**src/rtl/result_accumulator_if.sv**
```systemverilog
// Handshake/data bundle between the upstream result stream, the accumulator and its consumer.
// master = stimulus/consumer side, slave = result_accumulator.
interface result_accumulator_if #(
  parameter int unsigned DATA_W = 8,
  parameter int unsigned SUM_W  = 12,
  parameter int unsigned CNT_W  = 3
);
  logic              start_i;
  logic              in_valid_i;
  logic [DATA_W-1:0] data_i;
  logic              result_ready_i;
  logic              busy_o;
  logic              result_valid_o;
  logic [SUM_W-1:0]  sum_o;
  logic [DATA_W-1:0] max_o;
  logic [CNT_W-1:0]  count_o;
  logic              overflow_o;

  modport master (
    output start_i, in_valid_i, data_i, result_ready_i,
    input  busy_o, result_valid_o, sum_o, max_o, count_o, overflow_o
  );

  modport slave (
    input  start_i, in_valid_i, data_i, result_ready_i,
    output busy_o, result_valid_o, sum_o, max_o, count_o, overflow_o
  );
endinterface

```
**src/rtl/result_accumulator.sv**
```systemverilog
// Batches N_SAMPLES qualified results into sum/max/count with a valid/ready result handshake.
// Define SATURATE_EN to clamp the sum at all-ones on overflow instead of wrapping.
module result_accumulator #(
  parameter int unsigned DATA_W    = 8,
  parameter int unsigned SUM_W     = 12,
  parameter int unsigned N_SAMPLES = 4
) (
  input logic                 clk_i,
  input logic                 reset_n,
  result_accumulator_if.slave bus
);
  localparam int unsigned CNT_W   = $clog2(N_SAMPLES + 1);
  localparam int unsigned SumExtW = SUM_W + 1;

  typedef enum logic [1:0] {StIdle, StAccum, StDone} state_e;

  state_e            state_q, state_d;
  logic [SUM_W-1:0]  sum_q, sum_d;
  logic [DATA_W-1:0] max_q, max_d;
  logic [CNT_W-1:0]  count_q, count_d;
  logic              overflow_q, overflow_d;
  logic [SUM_W:0]    sum_ext;

  // Extra MSB captures the carry out of the SUM_W-bit add.
  assign sum_ext = {1'b0, sum_q} + SumExtW'(bus.data_i);

  always_comb begin
    state_d    = state_q;
    sum_d      = sum_q;
    max_d      = max_q;
    count_d    = count_q;
    overflow_d = overflow_q;
    unique case (state_q)
      StIdle: begin
        if (bus.start_i) begin
          state_d    = StAccum;
          sum_d      = '0;
          max_d      = '0;
          count_d    = '0;
          overflow_d = 1'b0;
        end
      end
      StAccum: begin
        if (bus.in_valid_i) begin
          overflow_d = overflow_q | sum_ext[SUM_W];
`ifdef SATURATE_EN
          sum_d = (overflow_q || sum_ext[SUM_W]) ? '1 : sum_ext[SUM_W-1:0];
`else
          sum_d = sum_ext[SUM_W-1:0];
`endif
          if (bus.data_i > max_q) max_d = bus.data_i;
          count_d = count_q + CNT_W'(1);
          if (count_q == CNT_W'(N_SAMPLES - 1)) state_d = StDone;
        end
      end
      StDone: begin
        if (bus.result_ready_i) state_d = StIdle;
      end
      default: state_d = StIdle;
    endcase
  end

  always_ff @(posedge clk_i or negedge reset_n) begin
    if (!reset_n) begin
      state_q    <= StIdle;
      sum_q      <= '0;
      max_q      <= '0;
      count_q    <= '0;
      overflow_q <= 1'b0;
    end else begin
      state_q    <= state_d;
      sum_q      <= sum_d;
      max_q      <= max_d;
      count_q    <= count_d;
      overflow_q <= overflow_d;
    end
  end

  assign bus.busy_o         = (state_q == StAccum);
  assign bus.result_valid_o = (state_q == StDone);
  assign bus.sum_o          = sum_q;
  assign bus.max_o          = max_q;
  assign bus.count_o        = count_q;
  assign bus.overflow_o     = overflow_q;
endmodule

```
**src/flat_wrapper.sv**
```systemverilog
// flat-port wrapper written by rule: the top's interface ports become plain ports
module result_accumulator_flat 
#(
  parameter int unsigned DATA_W    = 8,
  parameter int unsigned SUM_W     = 12,
  parameter int unsigned N_SAMPLES = 4
)
  (clk_i, reset_n, bus_start_i, bus_in_valid_i, bus_data_i, bus_result_ready_i, bus_busy_o, bus_result_valid_o, bus_sum_o, bus_max_o, bus_count_o, bus_overflow_o);
  result_accumulator_if #(.DATA_W(DATA_W), .SUM_W(SUM_W), .CNT_W(3)) bus_i ();
  input logic clk_i;
  input logic reset_n;
  input wire logic [$bits(bus_i.start_i)-1:0] bus_start_i;
  input wire logic [$bits(bus_i.in_valid_i)-1:0] bus_in_valid_i;
  input wire logic [$bits(bus_i.data_i)-1:0] bus_data_i;
  input wire logic [$bits(bus_i.result_ready_i)-1:0] bus_result_ready_i;
  output wire logic [$bits(bus_i.busy_o)-1:0] bus_busy_o;
  output wire logic [$bits(bus_i.result_valid_o)-1:0] bus_result_valid_o;
  output wire logic [$bits(bus_i.sum_o)-1:0] bus_sum_o;
  output wire logic [$bits(bus_i.max_o)-1:0] bus_max_o;
  output wire logic [$bits(bus_i.count_o)-1:0] bus_count_o;
  output wire logic [$bits(bus_i.overflow_o)-1:0] bus_overflow_o;
  assign bus_i.start_i = bus_start_i;
  assign bus_i.in_valid_i = bus_in_valid_i;
  assign bus_i.data_i = bus_data_i;
  assign bus_i.result_ready_i = bus_result_ready_i;
  assign bus_busy_o = bus_i.busy_o;
  assign bus_result_valid_o = bus_i.result_valid_o;
  assign bus_sum_o = bus_i.sum_o;
  assign bus_max_o = bus_i.max_o;
  assign bus_count_o = bus_i.count_o;
  assign bus_overflow_o = bus_i.overflow_o;
  result_accumulator #(.DATA_W(DATA_W), .SUM_W(SUM_W), .N_SAMPLES(N_SAMPLES)) u_core (.clk_i(clk_i), .reset_n(reset_n), .bus(bus_i));
endmodule
```
**config.mk**
```make
export PLATFORM = sky130hd
export DESIGN_NAME = result_accumulator_flat
export DESIGN_NICKNAME = d
export VERILOG_FILES = /design/src/rtl/result_accumulator_if.sv /design/src/rtl/result_accumulator.sv /design/src/flat_wrapper.sv
export SDC_FILE = /design/constraint.sdc
export NUM_CORES = 1
export LEC_CHECK = 0
export CORE_MARGIN = 5
export CORE_UTILIZATION = 45
export DETAILED_ROUTE_END_ITERATION = 6
export GPL_TIMING_DRIVEN = 1
export PLACE_DENSITY = 0.74
export SLEW_MARGIN = 20
export SYNTH_ARGS = -nofsm -noshare
export SYNTH_HDL_FRONTEND = slang
export SYNTH_SLANG_ARGS = --single-unit
```
**constraint.sdc**
```tcl
create_clock -name clk_i -period 6.8 [get_ports clk_i]
set_clock_uncertainty 0.2 [all_clocks]
set_input_delay 0.68 -clock clk_i [delete_from_list [all_inputs] [get_ports clk_i]]
set_output_delay 0.68 -clock clk_i [all_outputs]
set_load 0.01 [all_outputs]
```
==> results of run 1 <==
## worst min path at each step
stage | endpoint | cells after the start
after detailed placement | u_core.bus.sum_o[2]$_DFFE_PN0P_ | 2
final | u_core.bus.sum_o[2]$_DFFE_PN0P_ | 2
after global placement | u_core.bus.count_o[2]$_DFFE_PN0P_ | 2
after floorplan | u_core.bus.count_o[0]$_DFFE_PN0P_ | 0
after global routing | u_core.bus.sum_o[10]$_DFFE_PN0P_ | 1
after CTS | u_core.bus.sum_o[2]$_DFFE_PN0P_ | 2
## per-stage QoR
step	utilization (%)	setup WS, ns	cells	power [uW]
after floorplan	-	4.257	164	590.0
after global placement	59.89	3.659	246	781.0
after detailed placement	59.89	3.586	246	799.4
after CTS	60.55	3.935	249	871.9
after global routing	60.55	3.835	249	941.1
final	60.55	3.917	249	864.1
## synthesized netlist by cell type
| library cell | instances | area (um^2) |
|---|---|---|
| sky130_fd_sc_hd__o2111ai_1 | 1 | 8.760 |
| sky130_fd_sc_hd__clkbuf_1 | 2 | 7.510 |
| sky130_fd_sc_hd__o41ai_1 | 1 | 8.760 |
| sky130_fd_sc_hd__nor3b_1 | 1 | 7.510 |
| sky130_fd_sc_hd__a21oi_1 | 10 | 50.05 |
| sky130_fd_sc_hd__nand2b_1 | 1 | 6.260 |
| sky130_fd_sc_hd__nand2_1 | 14 | 52.55 |
| sky130_fd_sc_hd__nor2_1 | 10 | 37.54 |
| sky130_fd_sc_hd__nor2b_1 | 3 | 18.77 |
| sky130_fd_sc_hd__o31ai_1 | 2 | 15.01 |
| sky130_fd_sc_hd__nand3b_1 | 2 | 15.01 |
| sky130_fd_sc_hd__o21a_1 | 1 | 7.510 |
| sky130_fd_sc_hd__nand3_1 | 5 | 25.02 |
| sky130_fd_sc_hd__fa_1 | 1 | 20.02 |
| sky130_fd_sc_hd__nand4_1 | 2 | 12.51 |
| sky130_fd_sc_hd__or3b_4 | 1 | 11.26 |
| sky130_fd_sc_hd__dfrtp_1 | 26 | 650.6 |
| sky130_fd_sc_hd__a2111oi_2 | 1 | 15.01 |
| sky130_fd_sc_hd__buf_6 | 1 | 11.26 |
| sky130_fd_sc_hd__a22o_1 | 11 | 96.34 |
| sky130_fd_sc_hd__xor2_1 | 4 | 35.03 |
| sky130_fd_sc_hd__a211oi_1 | 4 | 30.03 |
| sky130_fd_sc_hd__o21bai_1 | 2 | 15.01 |
| sky130_fd_sc_hd__o211ai_1 | 1 | 7.510 |
| sky130_fd_sc_hd__inv_1 | 9 | 33.78 |
| sky130_fd_sc_hd__a32o_1 | 1 | 10.01 |
| sky130_fd_sc_hd__ha_1 | 18 | 225.2 |
| sky130_fd_sc_hd__nor3_1 | 1 | 5.000 |
| sky130_fd_sc_hd__a211oi_2 | 1 | 12.51 |
| sky130_fd_sc_hd__o31ai_2 | 1 | 12.51 |
| sky130_fd_sc_hd__a311oi_1 | 1 | 8.760 |
| sky130_fd_sc_hd__mux2i_1 | 1 | 10.01 |
| sky130_fd_sc_hd__a21o_1 | 3 | 22.52 |
| sky130_fd_sc_hd__a31oi_1 | 1 | 6.260 |
| sky130_fd_sc_hd__o21ai_0 | 16 | 80.08 |
| sky130_fd_sc_hd__and3b_1 | 1 | 8.760 |
| sky130_fd_sc_hd__or3_1 | 3 | 18.77 |
## power by group through the flow
stage | Clock, uW | Sequential, uW | Combinational, uW
CTS | 71.0 | 282 | 519
floorplan | 0 | 300 | 290
global placement | 0 | 280 | 501
global route | 74.8 | 294 | 573
finish | 67.2 | 282 | 515
detailed placement | 0 | 284 | 515
## cell families after synthesis
logic type	share of synthesized area [%]
DFF	40.19
xor gates and xnor gates	2.164
and+or+nand+nor	13.52
AOI/OAI and AO/OA	25.12
buffers and inverters	3.246
adders and majority gates	15.15
muxes	0.6183
## state kept, by name, indices dropped and copies added (netlist names)
signal / count
u_core.bus.sum_o: 12
u_core.bus.overflow_o: 1
u_core.bus.count_o: 3
u_core.state_q: 2
u_core.bus.max_o: 8
## layout make-up
class	instances	area (um^2)
Sequential cell	26	650.6
Timing Repair Buffer	39	387.9
Clock buffer	3	22.52
Inverter	9	33.78
Tap cell	46	57.56
Fill cell	310	1348
Multi-Input combinational cell	126	915.9
## metal layers
metal	part of all wire [%]	global-route usage (%)	vias up	routed length (um)
li1	-	-	691	-
met1	47	21.44	671	1834
met2	47	28.75	37	1839
met3	4.8	2.726	7	186
met4	1.2	3.830	0	48
met5	0	0	-	0
## placed cells by master, fill, tap and decap left out, types with 5 or more instances in the layout
master                            instances
sky130_fd_sc_hd__nor2_1                  10
sky130_fd_sc_hd__o21ai_0                 16
sky130_fd_sc_hd__nand2_1                 14
sky130_fd_sc_hd__nand3_1                  5
sky130_fd_sc_hd__clkdlybuf4s50_1         38
sky130_fd_sc_hd__ha_1                    18
sky130_fd_sc_hd__dfrtp_1                 26
sky130_fd_sc_hd__a22o_1                  11
sky130_fd_sc_hd__inv_1                    9
sky130_fd_sc_hd__a21oi_1                 10
## worst min-delay path: stages, from the launching register on
cell and delay (ns):
sky130_fd_sc_hd__dfrtp_1 0.39, sky130_fd_sc_hd__nand2_1 0.05, sky130_fd_sc_hd__o21ai_0 0.06
==> results.json, run 1 <==
{
  "first_global_vias": 1517,
  "tritoncts_clock_tree": "done",
  "buffer_count_from_post_cts_setup_fixing": 0,
  "highest_delay_cell_along_the_critical_path": "sky130_fd_sc_hd__clkdlybuf4s50_1",
  "path_delay_family": "adder cells",
  "max-clock-path-buffers": 2,
  "chipWidth_um": 69.98,
  "drt_pass1_iterations": 4,
  "p_seq_share_pct": 32.6,
  "timing.critical_path.cells": "clkdlybuf4s50_1 > ha_1 > fa_1 > a211oi_1 > nor3_1 > or3_1 > a31oi_1 > nor2_1",
  "tns_ns": 0,
  "yosys_register_bits": 26,
  "synthesis.nets": 196,
  "proportion_of_total_power_due_to_net_switching_pct": 42.07,
  "first_pass_grt_wire_length_mm": 6.817,
  "synth_warnings": 0,
  "area_growth_syn_to_layout_pct": 27.74,
  "die_h_um": 69.98,
  "slowest_delay_ns": 0.45,
  "rr_worst_depth": 7,
  "max_cap_viol_count": 0,
  "syn_inst": 164,
  "synth.yosys.seq_area_share_pct": 40.19,
  "hold_buffers": 0,
  "slew-limit-headroom_pct": 43.29,
  "clock_tree.htree_level_count": 1,
  "boundaryPins": 39,
  "drt-wirelength-per-cell_um": 15.69,
  "gr-usage-all-layers_pct": 16.56,
  "gr-total-overflow": 0,
  "cts.repair.resized": 0,
  "grt_start_max_net_pins": 27,
  "critical_path_cell_count": 8,
  "pwr_density_cell_mw_per_mm2": 417.8,
  "timing.hold.worst.start": "u_core.bus.sum_o[2]$_DFFE_PN0P_",
  "synthDistinctLibCells": 37,
  "time_the_worst_path_needs_with_i_o_delays_and_setup_ns": 2.883,
  "drc": 0,
  "std_cell_rows": 21,
  "mappedNetlistArea_mm2": 0.001619,
  "antenna_violating_nets_post_route": 0,
  "worstPathArrival_ns": 2.89,
  "drtIter0Drc": 103,
  "timing_worst_slew_pin_value_ns": 0.8475,
  "cts_root_buffer": "sky130_fd_sc_hd__clkbuf_4",
  "core_mm2": 0.003416,
  "clk_pin_slew_worst_paths_ns": 0.14,
  "clockPowerShare_pct": 7.8,
  "finalMaxSlewViolations": 0,
  "critical_path_class": "input port to flop",
  "vdd_drop_max_uv": 164.6,
  "rsz0062_at_grt": "no",
  "run_status": "completed",
  "routabilityCongestion": 0.8522,
  "rr_startpoint": "u_core.bus.sum_o[0]$_DFFE_PN0P_",
  "cp-endpoint": "u_core.bus.overflow_o$_DFFE_PN0P_",
  "r2r-end": "u_core.bus.overflow_o$_DFFE_PN0P_",
  "finish.instance_area_mm2": 0.002068,
  "dieArea_mm2": 0.004897,
  "cellInternalPower_uw": 500.6,
  "netsw_uw": 363.6,
  "static-leakage-power_uw": 0.0009146,
  "min_period_over_period_pct": 42.39,
  "ff2ff_setup_slack_ns": 4.30,
  "totalWireLength_mm": 3.908,
  "start_util_pct": 47.40,
  "tritoncts.num_buffers": 3,
  "layout_cells_sized_above_1_pct": 3.941,
  "setup_viol": 0,
  "dr_total_vias": 1406,
  "fin_worst_hold_slack_ns": 0.3337,
  "crit_path_buf_inv_count": 1,
  "number_of_antenna_violations_at_the_first_check_in_global_routing": 0,
  "fmax_mhz": 346.9,
  "cp.required_ns": 6.80,
  "comb_power_share_pct": 59.6,
  "critical_path.max_fanout": 3,
  "synth.avg_cell_area_um2": 9.872,
  "hpwlAfterDp_mm": 2.952,
  "hold_class": "flop to flop",
  "clk-insertion-delay-late_ns": 0.32,
  "route.detailed.vias_per_inst": 5.647,
  "final_hold_viol_count": 0,
  "design.final.nets": 237,
  "worst_setup_path_startpoint": "bus_data_i[0]",
  "critical_path.startpoint_type": "input port",
  "timing.critical_path.to_type": "flop",
  "post_dp_cell_area_mm2": 0.002046,
  "clock_sink_count": 26,
  "portBuffers": 38,
  "diodes": 0
}
Note: power is estimated with default switching activity, not from simulation.
==> run 2: changes to the inputs <==
--- a/config.mk
+++ b/config.mk
@@ -6,10 +6,10 @@
 export NUM_CORES = 1
 export LEC_CHECK = 0
 export CORE_MARGIN = 5
-export CORE_UTILIZATION = 45
+export CORE_UTILIZATION = 44
 export DETAILED_ROUTE_END_ITERATION = 6
 export GPL_TIMING_DRIVEN = 1
-export PLACE_DENSITY = 0.74
+export PLACE_DENSITY = 0.75
 export SLEW_MARGIN = 20
 export SYNTH_ARGS = -nofsm -noshare
 export SYNTH_HDL_FRONTEND = slang
==> constraint.sdc (replaced) <==
create_clock -name clk_i -period 2.62 [get_ports clk_i]
set_clock_uncertainty 0.2 [all_clocks]
set_input_delay 0.262 -clock clk_i [delete_from_list [all_inputs] [get_ports clk_i]]
set_output_delay 0.262 -clock clk_i [all_outputs]
set_load 0.01 [all_outputs]
==> results.json, run 2 (same netlist as run 1, synthesis figures left out) <==
{
  "boundaryPins": 39,
  "drtIter0Drc": 85,
  "cp.required_ns": 2.56,
  "setup_viol": 0,
  "portBuffers": 38,
  "largest_reg_flops": 12,
  "time_the_worst_path_needs_with_i_o_delays_and_setup_ns": 2.410,
  "die_h_um": 70.66,
  "layout_common_cells": "sky130_fd_sc_hd__clkdlybuf4s50_1 (38), sky130_fd_sc_hd__dfrtp_1 (26), sky130_fd_sc_hd__ha_1 (18)",
  "max-clock-path-buffers": 2,
  "gr-usage-all-layers_pct": 16.58,
  "most_frequent_standard_cell_in_the_layout_excluding_fill_and_tap_cells": "sky130_fd_sc_hd__clkdlybuf4s50_1",
  "layout_cells_sized_above_1_pct": 7.583,
  "route.detailed.vias_per_inst": 5.517,
  "ff_latch_area_um2": 650.6,
  "tritoncts_clock_tree": "done",
  "critical_path.max_fanout": 3,
  "critical_path_class": "input port to flop",
  "final_hold_viol_count": 0,
  "ff2ff_setup_slack_ns": 0.23,
  "max_cap_viol_count": 0,
  "totalWireLength_mm": 3.892,
  "timing.critical_path.to_type": "flop",
  "gr-total-overflow": 0,
  "drt_pass1_iterations": 4,
  "diodes": 0,
  "routabilityCongestion": 0.8371,
  "cts_root_buffer": "sky130_fd_sc_hd__clkbuf_8",
  "timing_worst_slew_pin_value_ns": 0.6098,
  "area_growth_syn_to_layout_pct": 33.54,
  "tritoncts.num_buffers": 3,
  "number_of_antenna_violations_at_the_first_check_in_global_routing": 0,
  "std_cell_rows": 22,
  "worstPathArrival_ns": 2.35,
  "totalPowerFinal_uw": 2374,
  "min_period_over_period_pct": 91.98,
  "drt-wirelength-per-cell_um": 15.03,
  "first_global_vias": 1493,
  "design.final.nets": 245,
  "dp_worst_setup_slack_ns": -0.06756,
  "finalMaxSlewViolations": 0,
  "multiInputGateArea_um2": 928.4,
  "first_pass_grt_wire_length_mm": 6.734,
  "clock_tree.htree_level_count": 1,
  "vdd_drop_max_uv": 484.9,
  "hold_buffers": 0,
  "hold_class": "input port to async pin",
  "layout_setup_ws_ns": 0.2101,
  "start_util_pct": 44.90,
  "clk_pin_slew_worst_paths_ns": 0.09,
  "pwr_density_cell_mw_per_mm2": 1098,
  "nFillCells": 310,
  "drc": 0,
  "run_status": "completed",
  "dr_total_vias": 1429,
  "slew-limit-headroom_pct": 59.10,
  "grt_start_max_net_pins": 27,
  "core_mm2": 0.003606,
  "chipWidth_um": 70.66,
  "fmax_mhz": 414.9,
  "clk-insertion-delay-late_ns": 0.27,
  "antenna_violating_nets_post_route": 0,
  "hpwlAfterDp_mm": 3.092,
  "fin_worst_hold_slack_ns": 0.1440,
  "critical_path.startpoint_type": "input port",
  "clock_sink_count": 26,
  "dieArea_mm2": 0.004993,
  "static-leakage-power_uw": 0.0009640,
  "rsz0062_at_grt": "no"
}
-- run 2: critical path: stages --
cell and delay (ns):
sky130_fd_sc_hd__clkdlybuf4s50_1 0.45, sky130_fd_sc_hd__ha_1 0.23, sky130_fd_sc_hd__fa_1 0.40, sky130_fd_sc_hd__a211oi_1 0.33, sky130_fd_sc_hd__buf_4 0.18, sky130_fd_sc_hd__o21bai_1 0.06
sky130_fd_sc_hd__a21oi_1 0.21, sky130_fd_sc_hd__xor2_1 0.16, sky130_fd_sc_hd__o21ai_0 0.08
-- run 2: worst paths after layout --
path                                                        from                               end  cells after the start
max in group asynchronous                                reset_n   u_core.bus.max_o[6]$_DFFE_PN0P_                      2
worst min register to register  u_core.bus.sum_o[10]$_DFFE_PN0P_  u_core.bus.sum_o[10]$_DFFE_PN0P_                      1
worst max register to register   u_core.bus.sum_o[0]$_DFFE_PN0P_   u_core.bus.sum_o[6]$_DFFE_PN0P_                      8
worst min-delay path                                     reset_n   u_core.bus.max_o[1]$_DFFE_PN0P_                      2
min in group clk_i              u_core.bus.sum_o[10]$_DFFE_PN0P_  u_core.bus.sum_o[10]$_DFFE_PN0P_                      1
worst max-delay path                               bus_data_i[0]   u_core.bus.sum_o[6]$_DFFE_PN0P_                      9
-- run 2: metal layers --
layer / vias to the layer above / share of wire [%] / track usage [%]
li1: 705 / - / -
met1: 685 / 45 / 21.37
met2: 35 / 49 / 27.96
met3: 4 / 4.4 / 3.125
met4: 0 / 1.1 / 5.637
met5: - / 0 / 0
-- run 2: area by class of cell --
type | count | share of cell area (%)
Tap cell | 48 | 2.778
Sequential cell | 26 | 30.09
Clock buffer | 3 | 1.910
Inverter | 9 | 1.563
Timing Repair Buffer | 47 | 20.72
Multi-Input combinational cell | 126 | 42.94
-- run 2: metrics by stage --
stage	TNS [ns]	util (%)	cell area, um^2	std cells
final	0	59.96	2162	259
after global routing	0	59.96	2162	259
after CTS	0	59.61	2150	259
after detailed placement	-0.3319	58.47	2108	256
after global placement	-0.005344	58.47	2108	256
after floorplan	0	-	1619	164
-- run 2: power by group --
group | switching, uW | internal (uW)
Combinational | 681 | 735
Clock | 125 | 103
Sequential | 161 | 569
Total | 967 | 1410
-- run 2: repair_timing --
item	CTS	global route
endpoints found under the setup margin	0	1
setup buffers	0	0
gates resized for setup	0	1
==> run 3: changes to the inputs <==
--- a/config.mk
+++ b/config.mk
@@ -5,7 +5,6 @@
 export SDC_FILE = /design/constraint.sdc
 export NUM_CORES = 1
 export LEC_CHECK = 0
-export CORE_MARGIN = 5
 export CORE_UTILIZATION = 44
 export DETAILED_ROUTE_END_ITERATION = 6
 export GPL_TIMING_DRIVEN = 1
==> results.json, run 3 (same netlist as run 1, synthesis figures left out) <==
{
  "run_status": "completed",
  "use_met1_pct": 25.52,
  "number_of_antenna_violations_at_the_first_check_in_global_routing": 0,
  "design.final.nets": 245,
  "portBuffers": 38,
  "clk-insertion-delay-late_ns": 0.27,
  "die_h_um": 62.66,
  "cts_root_buffer": "sky130_fd_sc_hd__clkbuf_8",
  "gr-usage-all-layers_pct": 20.30,
  "hpwlAfterDp_mm": 2.804,
  "drt_pass1_iterations": 4,
  "area_growth_syn_to_layout_pct": 33.38,
  "grt.met2_usage_pct": 35.73,
  "route.detailed.vias_per_inst": 5.658,
  "layout_common_cells": "sky130_fd_sc_hd__clkdlybuf4s50_1 (38), sky130_fd_sc_hd__dfrtp_1 (26), sky130_fd_sc_hd__ha_1 (18)",
  "hold_class": "input port to async pin",
  "global_route.peak_usage_layer": "met2",
  "most_frequent_standard_cell_in_the_layout_excluding_fill_and_tap_cells": "sky130_fd_sc_hd__clkdlybuf4s50_1",
  "finish.instance_area_mm2": 0.002160,
  "buffer_count_from_post_cts_setup_fixing": 0,
  "cts.repair.resized": 0,
  "antenna_violating_nets_post_route": 0,
  "std_cell_rows": 21,
  "grt_start_max_net_pins": 27,
  "dp_worst_setup_slack_ns": -0.07541,
  "first_pass_grt_wire_length_mm": 6.292,
  "static-leakage-power_uw": 0.0009640,
  "gr-total-overflow": 0,
  "diodes": 0,
  "pwr_density_cell_mw_per_mm2": 1103,
  "critical_path.startpoint_type": "input port",
  "final_hold_viol_count": 0,
  "tritoncts_clock_tree": "done",
  "layout_setup_ws_ns": 0.08627,
  "fmax_mhz": 394.7,
  "dr_total_vias": 1454,
  "critical_path.max_fanout": 3,
  "drt-wirelength-per-cell_um": 14.73,
  "drtIter0Drc": 78,
  "slew-limit-headroom_pct": 60.36,
  "start_util_pct": 47.04,
  "layout_cells_sized_above_1_pct": 7.583,
  "timing_worst_slew_pin_value_ns": 0.5911,
  "totalPowerFinal_uw": 2382,
  "dieArea_mm2": 0.003926,
  "rsz0062_at_grt": "no",
  "core_mm2": 0.003442,
  "routabilityCongestion": 0.9431,
  "vdd_drop_max_uv": 510.7,
  "cp.required_ns": 2.57,
  "timing.critical_path.to_type": "flop",
  "chipWidth_um": 62.66,
  "finalMaxSlewViolations": 0,
  "setup_viol": 0,
  "tritoncts.num_buffers": 3,
  "first_global_vias": 1423,
  "max-clock-path-buffers": 2,
  "largest_reg_flops": 12,
  "totalWireLength_mm": 3.786,
  "min_period_over_period_pct": 96.71,
  "post_dp_cell_area_mm2": 0.002106,
  "clk_pin_slew_worst_paths_ns": 0.09,
  "drc": 0,
  "max_cap_viol_count": 0,
  "worstPathArrival_ns": 2.48,
  "boundaryPins": 39,
  "global_route.usage.met3_pct": 2.737,
  "time_the_worst_path_needs_with_i_o_delays_and_setup_ns": 2.534,
  "clock_tree.htree_level_count": 1,
  "clock_sink_count": 26,
  "critical_path_class": "input port to flop",
  "hold_buffers": 0
}
## run 3: cell counts in the layout (fill, tap and decap cells not counted)
Identical to the previous run, type by type.
## run 3: report_power, final
group          switching [uW]  internal [uW]
registers                 156            569
logic                     687            736
clock network             130            103
total                     973           1410
## run 3: cell type report
type	count	area [um^2]
timing repair buffer	47	447.9
tap	46	57.56
fill	290	1282
inverter	9	33.78
sequential	26	650.6
clock buffer	3	41.29
multi-input combinational	126	928.4
## run 3: worst max-delay path, stage by stage
cell and delay (ns):
sky130_fd_sc_hd__clkdlybuf4s50_1 0.46, sky130_fd_sc_hd__ha_1 0.23, sky130_fd_sc_hd__fa_1 0.40, sky130_fd_sc_hd__a211oi_1 0.41, sky130_fd_sc_hd__buf_4 0.19, sky130_fd_sc_hd__o21bai_1 0.08, sky130_fd_sc_hd__a21oi_1 0.20, sky130_fd_sc_hd__xor2_1 0.15
sky130_fd_sc_hd__o21ai_0 0.09
## run 3: final timing paths
kind,from,endpoint,slack [ns],depth (start not counted)
setup / recovery,bus_data_i[0],u_core.bus.sum_o[6]$_DFFE_PN0P_,0.09,9
hold / removal,reset_n,u_core.bus.max_o[1]$_DFFE_PN0P_,0.16,2
setup reg to reg,u_core.bus.sum_o[0]$_DFFE_PN0P_,u_core.bus.sum_o[6]$_DFFE_PN0P_,0.11,8
hold reg to reg,u_core.bus.sum_o[10]$_DFFE_PN0P_,u_core.bus.sum_o[10]$_DFFE_PN0P_,0.32,1
max in group asynchronous,reset_n,u_core.bus.sum_o[5]$_DFFE_PN0P_,1.79,2
min in group clk_i,u_core.bus.sum_o[10]$_DFFE_PN0P_,u_core.bus.sum_o[10]$_DFFE_PN0P_,0.32,1
## run 3: stage by stage
step | util, % | hold slack, ns | instances | setup TNS, ns
2_1_floorplan | - | -0.2336 | 164 | 0
3_3_place_gp | 61.18 | 0.2871 | 254 | 0
3_5_place_dp | 61.18 | 0.3003 | 254 | -0.5835
4_1_cts | 62.38 | 0.1766 | 257 | 0
5_1_grt | 62.74 | 0.2108 | 257 | 0
6_report | 62.74 | 0.1649 | 257 | 0
## run 3: routing by layer
metal	part of all wire, %	wire [um]
met2	49	1839
met5	0	0
met1	47	1765
met3	4.0	152
met4	0.77	29
